$ cat config.mk
export PLATFORM = sky130hd
export DESIGN_NAME = pll_reconfig_ctrl
export DESIGN_NICKNAME = d
export VERILOG_FILES = /design/src/rtl/pll_reconfig_ctrl.sv
export SDC_FILE = /design/constraint.sdc
export NUM_CORES = 1
export LEC_CHECK = 0
export BUFFER_PORTS_ARGS = -buffer_cell sky130_fd_sc_hd__buf_2
export CAP_MARGIN = 20
export CORE_ASPECT_RATIO = 1.4
export CORE_MARGIN = 4
export CORE_UTILIZATION = 25
export DETAILED_ROUTE_END_ITERATION = 6
export PLACE_DENSITY = 0.39
export SLEW_MARGIN = 20
export SYNTH_ARGS = -nofsm -noshare
export SYNTH_HDL_FRONTEND = slang
export SYNTH_SLANG_ARGS = --single-unit
$ cat constraint.sdc
create_clock -name clk -period 5.6 [get_ports clk]
set_clock_uncertainty 0.05 [all_clocks]
set_input_delay 0 -clock clk [delete_from_list [all_inputs] [get_ports clk]]
set_output_delay 0 -clock clk [all_outputs]
set_load 0.01 [all_outputs]
$ cat src/rtl/pll_reconfig_ctrl.sv
// Reconfiguration sequencer for the Gowin rPLL with dynamic IDSEL/FBDSEL/ODSEL, clocked from CLKIN.
// Optional macro PLLCTL_AUTO_RELOCK_EN: a lock drop while locked re-runs the PLL reset instead of failing.
module pll_reconfig_ctrl #(
  parameter int         RST_CYCLES   = 16,
  parameter int         LOCK_STABLE  = 256,
  parameter int         LOCK_TIMEOUT = 2400000,
  parameter int         MAX_RETRY    = 3,
  parameter logic [5:0] BOOT_IDIV    = 6'd5,
  parameter logic [5:0] BOOT_FBDIV   = 6'd22,
  parameter logic [5:0] BOOT_ODSEL   = 6'd60
) (
  input  logic       clk,
  input  logic       rst_n,
  input  logic       req,
  input  logic [5:0] cfg_idiv,
  input  logic [5:0] cfg_fbdiv,
  input  logic [5:0] cfg_odsel,
  input  logic       pll_lock,
  output logic       pll_reset,
  output logic [5:0] pll_idsel,
  output logic [5:0] pll_fbdsel,
  output logic [5:0] pll_odsel,
  output logic       busy,
  output logic       locked,
  output logic       error,
  output logic [1:0] retry_cnt
);

  localparam int RST_W = (RST_CYCLES > 1) ? $clog2(RST_CYCLES) : 1;
  localparam int ST_W  = $clog2(LOCK_STABLE + 1);
  localparam int TO_W  = $clog2(LOCK_TIMEOUT + 1);
  localparam int AT_W  = $clog2(MAX_RETRY + 1);

  localparam logic [RST_W-1:0] RST_LAST = RST_W'(RST_CYCLES - 1);
  localparam logic [ST_W-1:0]  ST_LAST  = ST_W'(LOCK_STABLE - 1);
  localparam logic [TO_W-1:0]  TO_LAST  = TO_W'(LOCK_TIMEOUT - 1);
  localparam logic [AT_W-1:0]  AT_LAST  = AT_W'(MAX_RETRY - 1);

  typedef enum logic [2:0] {
    S_IDLE,
    S_PLLRST,
    S_WAIT,
    S_LOCKED,
    S_FAIL
  } state_t;

  state_t           state;
  logic             lock_meta;
  logic             lock_s;
  logic [RST_W-1:0] rst_cnt;
  logic [ST_W-1:0]  stab_cnt;
  logic [TO_W-1:0]  to_cnt;
  logic [AT_W-1:0]  att_cnt;

  logic             pend_valid;
  logic [5:0]       pend_idiv;
  logic [5:0]       pend_fbdiv;
  logic [5:0]       pend_odsel;

  // LOCK comes from the PLL's own analog domain; two flops before any decision.
  // NOTE: sequential state is written with non-blocking assignments so every flop samples pre-edge values.
  always_ff @(posedge clk) begin
    if (!rst_n) begin
      lock_meta <= 1'b0;
      lock_s    <= 1'b0;
    end else begin
      lock_meta <= pll_lock;
      lock_s    <= lock_meta;
    end
  end

  logic       stab_hit;
  logic       to_hit;
  logic       last_try;
  logic       seq_end;
  logic       idle_state;
  logic       busy_state;
  logic       start_new;
  logic [5:0] src_idiv;
  logic [5:0] src_fbdiv;
  logic [5:0] src_odsel;
  logic [1:0] retry_inc;

  // Lock qualification beats the timeout when both complete on the same cycle.
  assign stab_hit   = (state == S_WAIT) && lock_s && (stab_cnt == ST_LAST);
  assign to_hit     = (state == S_WAIT) && !stab_hit && (to_cnt == TO_LAST);
  assign last_try   = (att_cnt == AT_LAST);
  assign seq_end    = stab_hit || (to_hit && last_try);
  assign idle_state = (state == S_LOCKED) || (state == S_FAIL);
  assign busy_state = (state == S_PLLRST) || (state == S_WAIT);

  // A fresh request on the finishing cycle is newer than anything parked in the slot.
  assign start_new  = (req && idle_state) || (seq_end && (req || pend_valid));
  assign src_idiv   = req ? cfg_idiv  : pend_idiv;
  assign src_fbdiv  = req ? cfg_fbdiv : pend_fbdiv;
  assign src_odsel  = req ? cfg_odsel : pend_odsel;
  assign retry_inc  = (retry_cnt == 2'd3) ? 2'd3 : retry_cnt + 2'd1;

  // NOTE: reset is synchronous; every register, including the pending slot, has a defined reset value.
  always_ff @(posedge clk) begin
    if (!rst_n) begin
      state      <= S_PLLRST;
      rst_cnt    <= '0;
      stab_cnt   <= '0;
      to_cnt     <= '0;
      att_cnt    <= '0;
      retry_cnt  <= 2'd0;
      pll_reset  <= 1'b1;
      busy       <= 1'b1;
      locked     <= 1'b0;
      error      <= 1'b0;
      pll_idsel  <= ~BOOT_IDIV;
      pll_fbdsel <= ~BOOT_FBDIV;
      pll_odsel  <= BOOT_ODSEL;
      pend_valid <= 1'b0;
      pend_idiv  <= 6'd0;
      pend_fbdiv <= 6'd0;
      pend_odsel <= 6'd0;
    end else begin
      if (req && busy_state) begin
        pend_valid <= 1'b1;
        pend_idiv  <= cfg_idiv;
        pend_fbdiv <= cfg_fbdiv;
        pend_odsel <= cfg_odsel;
      end

      if (start_new) begin
        // Dividers are only ever loaded here, on entry to the PLL reset phase.
        state      <= S_PLLRST;
        rst_cnt    <= '0;
        att_cnt    <= '0;
        retry_cnt  <= 2'd0;
        pll_reset  <= 1'b1;
        busy       <= 1'b1;
        locked     <= 1'b0;
        error      <= 1'b0;
        pll_idsel  <= ~src_idiv;
        pll_fbdsel <= ~src_fbdiv;
        pll_odsel  <= src_odsel;
        pend_valid <= 1'b0;
      end else begin
        case (state)
          S_PLLRST: begin
            stab_cnt <= '0;
            to_cnt   <= '0;
            if (rst_cnt == RST_LAST) begin
              state     <= S_WAIT;
              pll_reset <= 1'b0;
            end else begin
              rst_cnt <= rst_cnt + 1'b1;
            end
          end

          S_WAIT: begin
            to_cnt   <= to_cnt + 1'b1;
            stab_cnt <= lock_s ? stab_cnt + 1'b1 : '0;
            if (stab_hit) begin
              state  <= S_LOCKED;
              busy   <= 1'b0;
              locked <= 1'b1;
              error  <= 1'b0;
            end else if (to_hit) begin
              retry_cnt <= retry_inc;
              if (last_try) begin
                state     <= S_FAIL;
                busy      <= 1'b0;
                locked    <= 1'b0;
                error     <= 1'b1;
                pll_reset <= 1'b0;
              end else begin
                state     <= S_PLLRST;
                rst_cnt   <= '0;
                att_cnt   <= att_cnt + 1'b1;
                pll_reset <= 1'b1;
              end
            end
          end

          S_LOCKED: begin
            if (!lock_s) begin
`ifdef PLLCTL_AUTO_RELOCK_EN
              state     <= S_PLLRST;
              rst_cnt   <= '0;
              att_cnt   <= '0;
              retry_cnt <= 2'd0;
              pll_reset <= 1'b1;
              busy      <= 1'b1;
              locked    <= 1'b0;
`else
              state  <= S_FAIL;
              locked <= 1'b0;
              error  <= 1'b1;
`endif
            end
          end

          S_FAIL: begin
            // Hold the failed setting with the PLL out of reset until the next request.
            state <= S_FAIL;
          end

          default: begin
            state     <= S_PLLRST;
            rst_cnt   <= '0;
            pll_reset <= 1'b1;
            busy      <= 1'b1;
            locked    <= 1'b0;
            error     <= 1'b0;
          end
        endcase
      end
    end
  end

endmodule

==> metrics.md <==
| Metric | Value |
|---|---|
| Worst-path clk slew | 0.07 ns |
| Vias in the first global route | 3755 |
| TritonRoute pass-1 iters | 4 |
| YS warnings | 0 |
| Synth Flop Type | dfxtp_1 |
| Final setup margin | 2.183 ns |
| Worst slack, placed | 2.230 ns |
| Worst path cell trace | ha_1 > and3_1 > nand3_1 > nor2_1 > ha_1 > and2_1 > o211ai_1 > o21a_1 > nand4_1 > or4_1 > a21oi_1 |
| Total Routed Length | 11500 um |
| Share of cells above drive strength 1 | 14.90% |
| CTS root buffer | clkbuf_16 |
| Post-synthesis cell type count | 58 |
| Antenna viol nets, final | 0 |
| Count of state elements after synthesis | 85 |
| Reg2Reg Depth | 11 |
| Crit path buf inv count | 0 |
| Worst Path Max Fanout | 18 |
| Final hold viol count | 0 |
| Sequential element share of the synthesized area | 41.38% |
| Most common cell after layout, fill and taps aside | dfxtp_1 |
| Cell count after synthesis | 501 |
| CP most frequent cell | ha_1 |
| Synth top area cells | dfxtp_1 41%, nand2_1 7.7%, mux2i_1 7.5% |
| Core Region | 0.01617 sq mm |
| Gr usage total | 12.68% |
| Hold depth | 2 |
| Post-synth EDFFs | 0 |
| Vias per cell | 5.044 |
| Most frequent cells in the layout | 85 x dfxtp_1, 83 x nand2_1, 51 x a21oi_1, 45 x buf_2, 39 x nor2_1 |
| Worst Hold Class | in2reg |
| Die W | 116.4 um |
| Delay-heaviest family, CP | simple AND/OR/NAND/NOR gates |
| WP depth | 11 |
| Share of synthesized registers carrying an async set or reset | 0% |
| Die footprint | 0.01860 sq mm |
| Synth Area per Inst | 8.209 sq um |
| CTS tree | done |
| Global-route wire length before repair | 19090 um |
| Cell Pwr Density | 298.9 mW/mm^2 |
| Period utilization | 61.02% |
| Dpl hpwl | 7489 um |
| Worst Path Required | 5.82 ns |
| Syn_nets | 528 |
| Number of buffers created by CTS | 9 |
| Routability Congestion | 0.7753 |
| DR vias | 3813 |
| Worst slew pin tran | 0.9008 ns |
| CP Launch Type | flip-flop |
| Synthesized cell area | 0.004113 sq mm |
| Initial core utilization | 25.43% |
| Slew HR | 39.88% |
| I/O pins | 46 |
| Peak supply drop | 140.5 uV |
| Leak | 0.001784 uW |
| CTS Buffer Depth | 2 |
| Worst-skew pair later-pin latency | 0.34 ns |
| Area delta synth->final | 20.44% |
| I/O Buffers | 45 |
| Nets | 579 |
| RSZ-0062 raised after global routing | no |
| Setup-failing EPs final | 0 |
| Ant diodes | 0 |
| Die height | 159.8 um |
| Max_cap viols | 0 |
| GRT overflow | 0 |
| Slowest cell delay on critical path | 0.72 ns |
| Drt drc | 0 |
| Status | finished clean |
| Setup crit end kind | flip-flop |
| Setup TNS | 0 ns |
| Largest net degree at the start of global routing | 37 |
| Routed len/inst | 15.21 um |
| Htree depth | 3 |
| Top cell type's share of synthesized area | 41.38% |
| Fmax | 0.2926 GHz |
| Max-slew violations | 0 |
| Rows | 55 |
| Critical path class | reg2reg |
| Cts repair resizes | 0 |
| CP Data Arrival Time | 3.64 ns |
| Worst path slowest cell | or4_1 |
| 1st-iter DRT viols | 122 |
| Antenna violations before repair | 0 |
| Yosys top cell by area | dfxtp_1 |
| Min Tclk post-route | 3.417 ns |
| CTS Sinks | 85 |
-- cells in the mapped netlist (9+ instances only) --
cell type and instances:
a21oi_1 51, clkbuf_1 16, dfxtp_1 85, inv_1 9, mux2i_1 31, nand2_1 84
nand3_1 18, nor2_1 39, o21ai_0 35, or3_1 10, or4_1 11
-- worst register-to-register path: stages (launching register included) --
cell	delay, ns
dfxtp_1	0.34
ha_1	0.23
and3_1	0.22
nand3_1	0.12
nor2_1	0.07
ha_1	0.19
and2_1	0.19
o211ai_1	0.20
o21a_1	0.25
nand4_1	0.63
or4_1	0.72
a21oi_1	0.14
-- sequential cells by signal, summed over array words and instances, names as in the netlist --
name / count
lock_meta: 1
stab_cnt: 9
pend_valid: 1
pll_fbdsel: 6
rst_cnt: 4
locked: 1
busy: 1
state: 3
error: 1
pend_fbdiv: 6
lock_s: 1
to_cnt: 22
pll_odsel: 6
att_cnt: 2
pll_reset: 1
retry_cnt: 2
pend_odsel: 6
pend_idiv: 6
pll_idsel: 6
-- timing repair --
action                                 in CTS  in global routing
endpoints found under the hold margin      35                  0
setup endpoints to repair                   0                  0
hold buffers                               19                  0
buffers inserted                            0                  0
-- kinds of logic after synthesis --
family                     share of synthesized area (%)
AOI/OAI and AO/OA                                  18.16
muxes                                              7.545
and+or+nand+nor                                    26.13
buffers and inverters                              4.624
DFF                                                41.38
xor gates and xnor gates                          0.6390
adders and majority gates                          1.521
-- per-stage QoR --
step	std cells	hold slack [ns]	util, %	cell area [sq um]	power, uW
floorplan	501	0.07729	-	4113	827.4
global placement	721	0.1789	27.58	4461	869.9
detailed placement	721	0.1735	27.58	4461	872.8
CTS	756	0.1323	30.62	4951	1502
global route	756	0.1597	30.63	4954	1551
finish	756	0.1431	30.63	4954	1481
-- report_power, final --
group / internal [uW] / switching (uW) / total (uW)
sequential: 636 / 23.5 / 659
combinational: 76.0 / 133 / 209
clock: 348 / 264 / 613
total: 1060 / 421 / 1480
-- final timing paths --
kind / from / end / slack [ns]
worst max register to register: stab_cnt[0]$_SDFFE_PN0P_ / to_cnt[15]$_SDFFE_PN0P_ / 2.18
worst max-delay path: stab_cnt[0]$_SDFFE_PN0P_ / to_cnt[15]$_SDFFE_PN0P_ / 2.18
worst min register to register: lock_meta$_SDFF_PN0_ / lock_s$_SDFF_PN0_ / 0.40
worst min-delay path: rst_n / pll_odsel[4]$_SDFFE_PN1P_ / 0.14
-- area by class of cell --
cell class | count | area [sq um]
Sequential cell | 85 | 1702
Timing Repair Buffer | 68 | 445.4
Fill cell | 1700 | 11220
Multi-Input combinational cell | 379 | 2223
Tap cell | 199 | 249.0
Inverter | 9 | 33.78
Clock inverter | 7 | 75.07
Clock buffer | 9 | 225.2
-- per-layer routing --
metal / global-route usage [%] / up-vias / share of wire (%)
met3: 2.578 / 16 / 3.0
met5: 0 / - / 0
met1: 16.00 / 1825 / 46
met2: 20.99 / 66 / 49
li1: - / 1906 / -
met4: 4.802 / 0 / 2.1
Note: power is estimated with default switching activity, not from simulation.
